**src/rtl/prom_fetch.sv**
```systemverilog
// Instruction fetch stage: owns the PC, drives the combinational program ROM and
// buffers {pc, word} pairs in a 2-entry FIFO toward the decoder via valid/ready.
module prom_fetch #(
    parameter int                ADDR_W   = 16,
    parameter int                DATA_W   = 32,
    parameter logic [ADDR_W-1:0] RESET_PC = '0
) (
    input  logic              CLK,
    input  logic              RST,
    input  logic              run,
    output logic [ADDR_W-1:0] rom_addr,
    input  logic [DATA_W-1:0] rom_data,
    input  logic              branch_valid,
    input  logic [ADDR_W-1:0] branch_target,
    output logic              instr_valid,
    input  logic              instr_ready,
    output logic [DATA_W-1:0] instr_data,
    output logic [ADDR_W-1:0] instr_pc,
    output logic [1:0]        level
);

    logic [ADDR_W-1:0] r_pc;
    logic [1:0]        r_level;
    logic [DATA_W-1:0] r_word [2];
    logic [ADDR_W-1:0] r_tag  [2];

    logic w_pop;
    logic w_push;

    assign w_pop    = (r_level != 2'd0) && instr_ready;
    assign w_push   = run && !branch_valid && ((r_level != 2'd2) || w_pop);
    assign rom_addr = r_pc;

    // Slot 0 is always the head; slot 1 only holds a word when level is 2.
    always_ff @(posedge CLK) begin
        if (RST) begin
            r_pc     <= RESET_PC;
            r_level  <= 2'd0;
            r_word[0] <= '0;
            r_word[1] <= '0;
            r_tag[0]  <= '0;
            r_tag[1]  <= '0;
        end else if (branch_valid) begin
            r_pc    <= branch_target;
            r_level <= 2'd0;
        end else begin
            if (w_push) begin
                r_pc <= r_pc + ADDR_W'(1);
            end
            case ({w_push, w_pop})
                2'b11: begin
                    if (r_level == 2'd2) begin
                        r_word[0] <= r_word[1];
                        r_tag[0]  <= r_tag[1];
                        r_word[1] <= rom_data;
                        r_tag[1]  <= r_pc;
                    end else begin
                        r_word[0] <= rom_data;
                        r_tag[0]  <= r_pc;
                    end
                end
                2'b01: begin
                    r_word[0] <= r_word[1];
                    r_tag[0]  <= r_tag[1];
                    r_level   <= r_level - 2'd1;
                end
                2'b10: begin
                    if (r_level == 2'd0) begin
                        r_word[0] <= rom_data;
                        r_tag[0]  <= r_pc;
                    end else begin
                        r_word[1] <= rom_data;
                        r_tag[1]  <= r_pc;
                    end
                    r_level <= r_level + 2'd1;
                end
                default: ;
            endcase
        end
    end

    assign instr_valid = (r_level != 2'd0);
    assign instr_data  = r_word[0];
    assign instr_pc    = r_tag[0];
    assign level       = r_level;

endmodule

```
**config.mk**
```make
export PLATFORM = sky130hd
export DESIGN_NAME = prom_fetch
export DESIGN_NICKNAME = d
export VERILOG_FILES = /design/src/rtl/prom_fetch.sv
export SDC_FILE = /design/constraint.sdc
export NUM_CORES = 1
export LEC_CHECK = 0
export ABC_AREA = 1
export BUFFER_PORTS_ARGS = -buffer_cell sky130_fd_sc_hd__buf_2
export CELL_PAD_IN_SITES_DETAIL_PLACEMENT = 0
export CELL_PAD_IN_SITES_GLOBAL_PLACEMENT = 1
export CORE_MARGIN = 1
export CORE_UTILIZATION = 45
export DETAILED_ROUTE_END_ITERATION = 10
export GPL_TIMING_DRIVEN = 0
export MAX_ROUTING_LAYER = met4
export PLACE_DENSITY_LB_ADDON = 0.1
export SYNTH_ARGS = -nofsm -noshare
export SYNTH_HDL_FRONTEND = slang
export SYNTH_SLANG_ARGS = --single-unit
```
**constraint.sdc**
```tcl
create_clock -name CLK -period 7.8 [get_ports CLK]
set_input_delay 1.17 -clock CLK [delete_from_list [all_inputs] [get_ports CLK]]
set_output_delay 1.17 -clock CLK [all_outputs]
set_load 0.02 [all_outputs]
```
### Word-level counts from Yosys, hierarchy flattened

Memories as Yosys holds them, arrays and structs flattened.
Cells that the tools add are included.

| storage, ports and cells | value |
|---|---|
| memory bits (read-only) | 0 |
| word-level logic and storage cells | 75 |
| memories kept | 2 |
| latch bits | 0 |
| input port bits | 53 |
| register bits after elaboration | 18 |
| RAM bits | 96 |

Memories:

| memory | depth | width | rd ports | clocked after Yosys merged registers in | wr ports | RTL line | RTL |
|---|---|---|---|---|---|---|---|
| r_word | 2 | 32 | 2 | 0 | 2 | 24 | `logic [DATA_W-1:0] r_word [2];` |
| r_tag | 2 | 16 | 2 | 0 | 2 | 25 | `logic [ADDR_W-1:0] r_tag [2];` |

| cells by class | value |
|---|---|
| mux-type cells | 41 |
| eq/ne operators | 5 |
| shift operators | 0 |
| multiply operators | 0 |
| $lt $le $gt $ge | 0 |
| bitwise gates (word level) | 12 |
| reductions and logical operators | 10 |
| $add $sub $neg | 3 |
| divide/modulo/power cells | 0 |

Operator list:

| operator | number |
|---|---|
| $mux W32 | 6 |
| $mux W16 | 8 |
| $mux W1 | 26 |
| $add A16 B1 Y16 const B | 1 |
| $or A1 B1 Y1 | 12 |
| $eq A2 B2 Y1 const B | 3 |
| $reduce_bool A2 Y1 | 3 |
| $pmux W2 S2 | 1 |
| $logic_and A1 B1 Y1 | 3 |
| $add A2 B1 Y2 const B | 1 |
| $eq A2 B1 Y1 const B | 1 |
| $logic_not A2 Y1 | 1 |
| $ne A2 B2 Y1 const B | 1 |
| $reduce_or A2 Y1 | 1 |
| $sub A2 B1 Y2 const B | 1 |
| $logic_not A1 Y1 | 1 |
| $logic_or A1 B1 Y1 | 1 |

### Depth between registers and ports, before layout

| depth | value |
|---|---|
| depth in word-level cells | 13 |
| mapped depth | 12 |
| depth with buffers taken out | 9 |

### Worst setup path before layout

Ideal clock, no wire load.

| timing | value |
|---|---|
| path type | input to register |
| start point | in branch_valid |
| end point | mem r_tag[1][0] (netlist: r_tag[0][16]), enable pin |
| stages | 8 |
| data arrival time | 2.732 ns |
| slack | 4.362 ns |
| library setup time | 0.707 ns |
| cell sequence | buf_6 inv_4 nand2_4 inv_2 nand2_2 nor2_1 nand2_1 nand3_1 |

RTL lines:

| item | RTL line | RTL |
|---|---|---|
| from (decl) | 13 | `input logic branch_valid,` |
| to (decl) | 25 |  |

==> flow_summary.ini <==
[outcome]
status = finished, final reports clean

[global_route]
grt_max_degree = 34
overflow = 0
grt_pass1_vias = 4644
grtUsageTotal_pct = 21.0
grt_pass1_wl_um = 22000
grt_antenna_before_repair = 0

[synth]
syn_nets = 759
synth_area_sq_um = 6060
yosysSeqAreaShare_pct = 53.5
avgSynthCellArea_sq_um = 8.59
ys_types = 38
synth.area.top_cells = edfxtp_1 (48%), nand2_1 (8.7%), o21ai_0 (7.3%)
yosysTopAreaCellShare_pct = 47.6
synth-seq-cells = 114
syn_inst = 705
synth_area_leader_cell = edfxtp_1
yosys_warnings = 0

[min_path]
hold_path_class = flop to flop

[sta]
period_share_pct = 33.9
worst_pin_slew_ns = 0.593
setup_tns_ns = 0
setup_violations = 0
finClkSkew_ns = 0.00744
hold_violations = 0
fmax_mhz = 378
min_period_ns = 2.64
maxSlewHeadroom_pct = 60.5
slew_violations = 0
rsz0062_at_grt = false

[cells_and_area]
drive_gt1_share_pct = 29.3
area_delta_synth_final_pct = 22.3
multi_input_area_sq_um = 1860
final_common_cell = nand2_1
post-route-util_pct = 56.2
finalInstanceArea_sq_um = 7410
regArea_sq_um = 3240
final_cell_mix = nand2_1 (141), buf_2 (129), inv_1 (104)
final_cells = 1033
fill_cells = 1241
finalNetCount = 898
n_antenna_cell = 0

[cts]
cts_tree = built
cts_hold_buf = 0
cts_max_path_buffers = 2
cts-resized-gates = 0
tritoncts.num_buffers = 17
cts_sinks = 114
ctsHtreeMaxLevel = 4
clk_latency_ns = 0.41
post-cts-setup-buffers = 0
path_clk_slew_ns = 0.05
cts-root-buf = clkbuf_16

[floorplan]
initial_core_util_pct = 45.9
io_pins = 120
die_width_um = 118
rows = 42
dieHeight_um = 118
core_area_sq_um = 13200
dieArea_sq_um = 13900

[routing]
routedWlPerCell_um = 12.7
post-route-drc-count = 0
drtPass1Iterations = 4
drt_iter0_drc = 212
postRouteAntennaNets = 0
vias = 4870
wl_um = 13100
via_per_inst = 4.71

[job]
maxCapViolCount = 0

[pwr]
pwr-share-seq_pct = 46.3
power_density_nw_per_um2 = 210
p_sw_w = 0.000384
power.share.clock_pct = 41.5
swShare_pct = 24.7
p_int_w = 0.00117
power.total_w = 0.00155
ir_worst_vdd_mv = 0.139
leakage_nw = 3.38
p_comb_share_pct = 12.2

[setup_path]
cp.required_ns = 7.96
path_class = input pin to flop
cp-start-kind = input pin
cp_max_fo = 30
worstPathArrival_ns = 2.80
cp-end-kind = flop

[placed_design]
place_congestion = 0.809
dp_hpwl_um = 9580
placed_area_sq_um = 6920
port_buffers = 118
dp.cells = 1001
[stage by stage]
step	worst slack, ns	hold slack, ns
3_5_place_dp	4.69	0.533
3_3_place_gp	3.24	0.532
5_1_grt	5.04	0.602
6_report	5.16	0.552
4_1_cts	5.14	0.555
2_1_floorplan	4.36	0.555
[worst max-delay path, cell delays in order]
cell and delay [ns]:
buf_2 0.13, inv_1 0.06, clkbuf_1 0.45, nand3_2 0.60, buf_12 0.38
[state kept, by name, indices dropped and copies added (netlist names)]
signal / cells
r_tag: 32
r_word: 64
rom_addr: 16
level: 2
[power groups by stage]
stage | Clock [W] | Sequential [W] | Combinational (W)
4_1_cts | 0.000658 | 0.000719 | 0.000192
2_1_floorplan | 0 | 0.000734 | 0.000122
5_1_grt | 0.000691 | 0.000723 | 0.000210
3_3_place_gp | 0 | 0.000732 | 0.000184
6_report | 0.000645 | 0.000719 | 0.000189
3_5_place_dp | 0 | 0.000731 | 0.000191
[worst paths after layout]
path	depth (start not counted)	slack, ns	to	startpoint
max	5	5.16	r_word[0][43]$_DFFE_PP_	RST
min	2	0.55	rom_addr[15]$_SDFFE_PP0P_	rom_addr[15]$_SDFFE_PP0P_
max reg2reg	7	5.83	r_word[0][11]$_DFFE_PP_	level[0]$_SDFFE_PP0P_
min reg2reg	2	0.55	rom_addr[15]$_SDFFE_PP0P_	rom_addr[15]$_SDFFE_PP0P_
[final cells by class]
| cell class | instances | area share (%) |
|---|---|---|
| clock buffer | 22 | 6.00 |
| sequential | 114 | 43.8 |
| timing repair buffer | 120 | 8.51 |
| clock inverter | 10 | 0.591 |
| tap | 176 | 2.97 |
| multi-input combinational | 399 | 25.1 |
| inverter | 112 | 5.71 |
| buffer | 80 | 7.30 |
[layer usage]
metal | GRT usage [%] | wire (um) | vias to the layer above
li1 | - | - | 2515
met1 | 24.8 | 5820 | 2209
met2 | 34.6 | 6500 | 132
met3 | 4.80 | 616 | 14
met4 | 8.57 | 193 | 0
met5 | - | 0 | -
[cells by family (layout without fill, tap and decap cells)]
kind of cell	after synthesis	in the layout	share of synthesized area, %
xor gates and xnor gates	2	2	0.289
adders and majority gates	1	1	0.206
buffers and inverters	192	344	15.9
and+or+nand+nor	263	263	18.8
DFF	114	114	53.5
AOI/OAI and AO/OA	133	133	11.3
[Yosys cell counts]
library cell and number:
a211oi_1 1, a21oi_1 16, a221oi_1 1, a22oi_1 1, a31oi_1 3, buf_1 1, buf_2 11, buf_4 50
buf_6 5, clkbuf_1 12, clkbuf_2 1, dfxtp_1 18, edfxtp_1 96, ha_1 1, inv_1 104, inv_2 7
inv_4 1, nand2_1 141, nand2_2 1, nand2_4 1, nand3_1 21, nand3_2 1, nand4_1 6, nand4_2 1
nor2_1 59, nor2_2 23, nor2_4 1, nor3_1 3, nor3b_1 1, nor4_1 1, o211ai_1 1, o21ai_0 88
o21ai_1 20, o21ai_2 1, o22ai_1 1, or2_2 3, xnor2_1 1, xor2_1 1
Note: power is estimated with default switching activity, not from simulation.
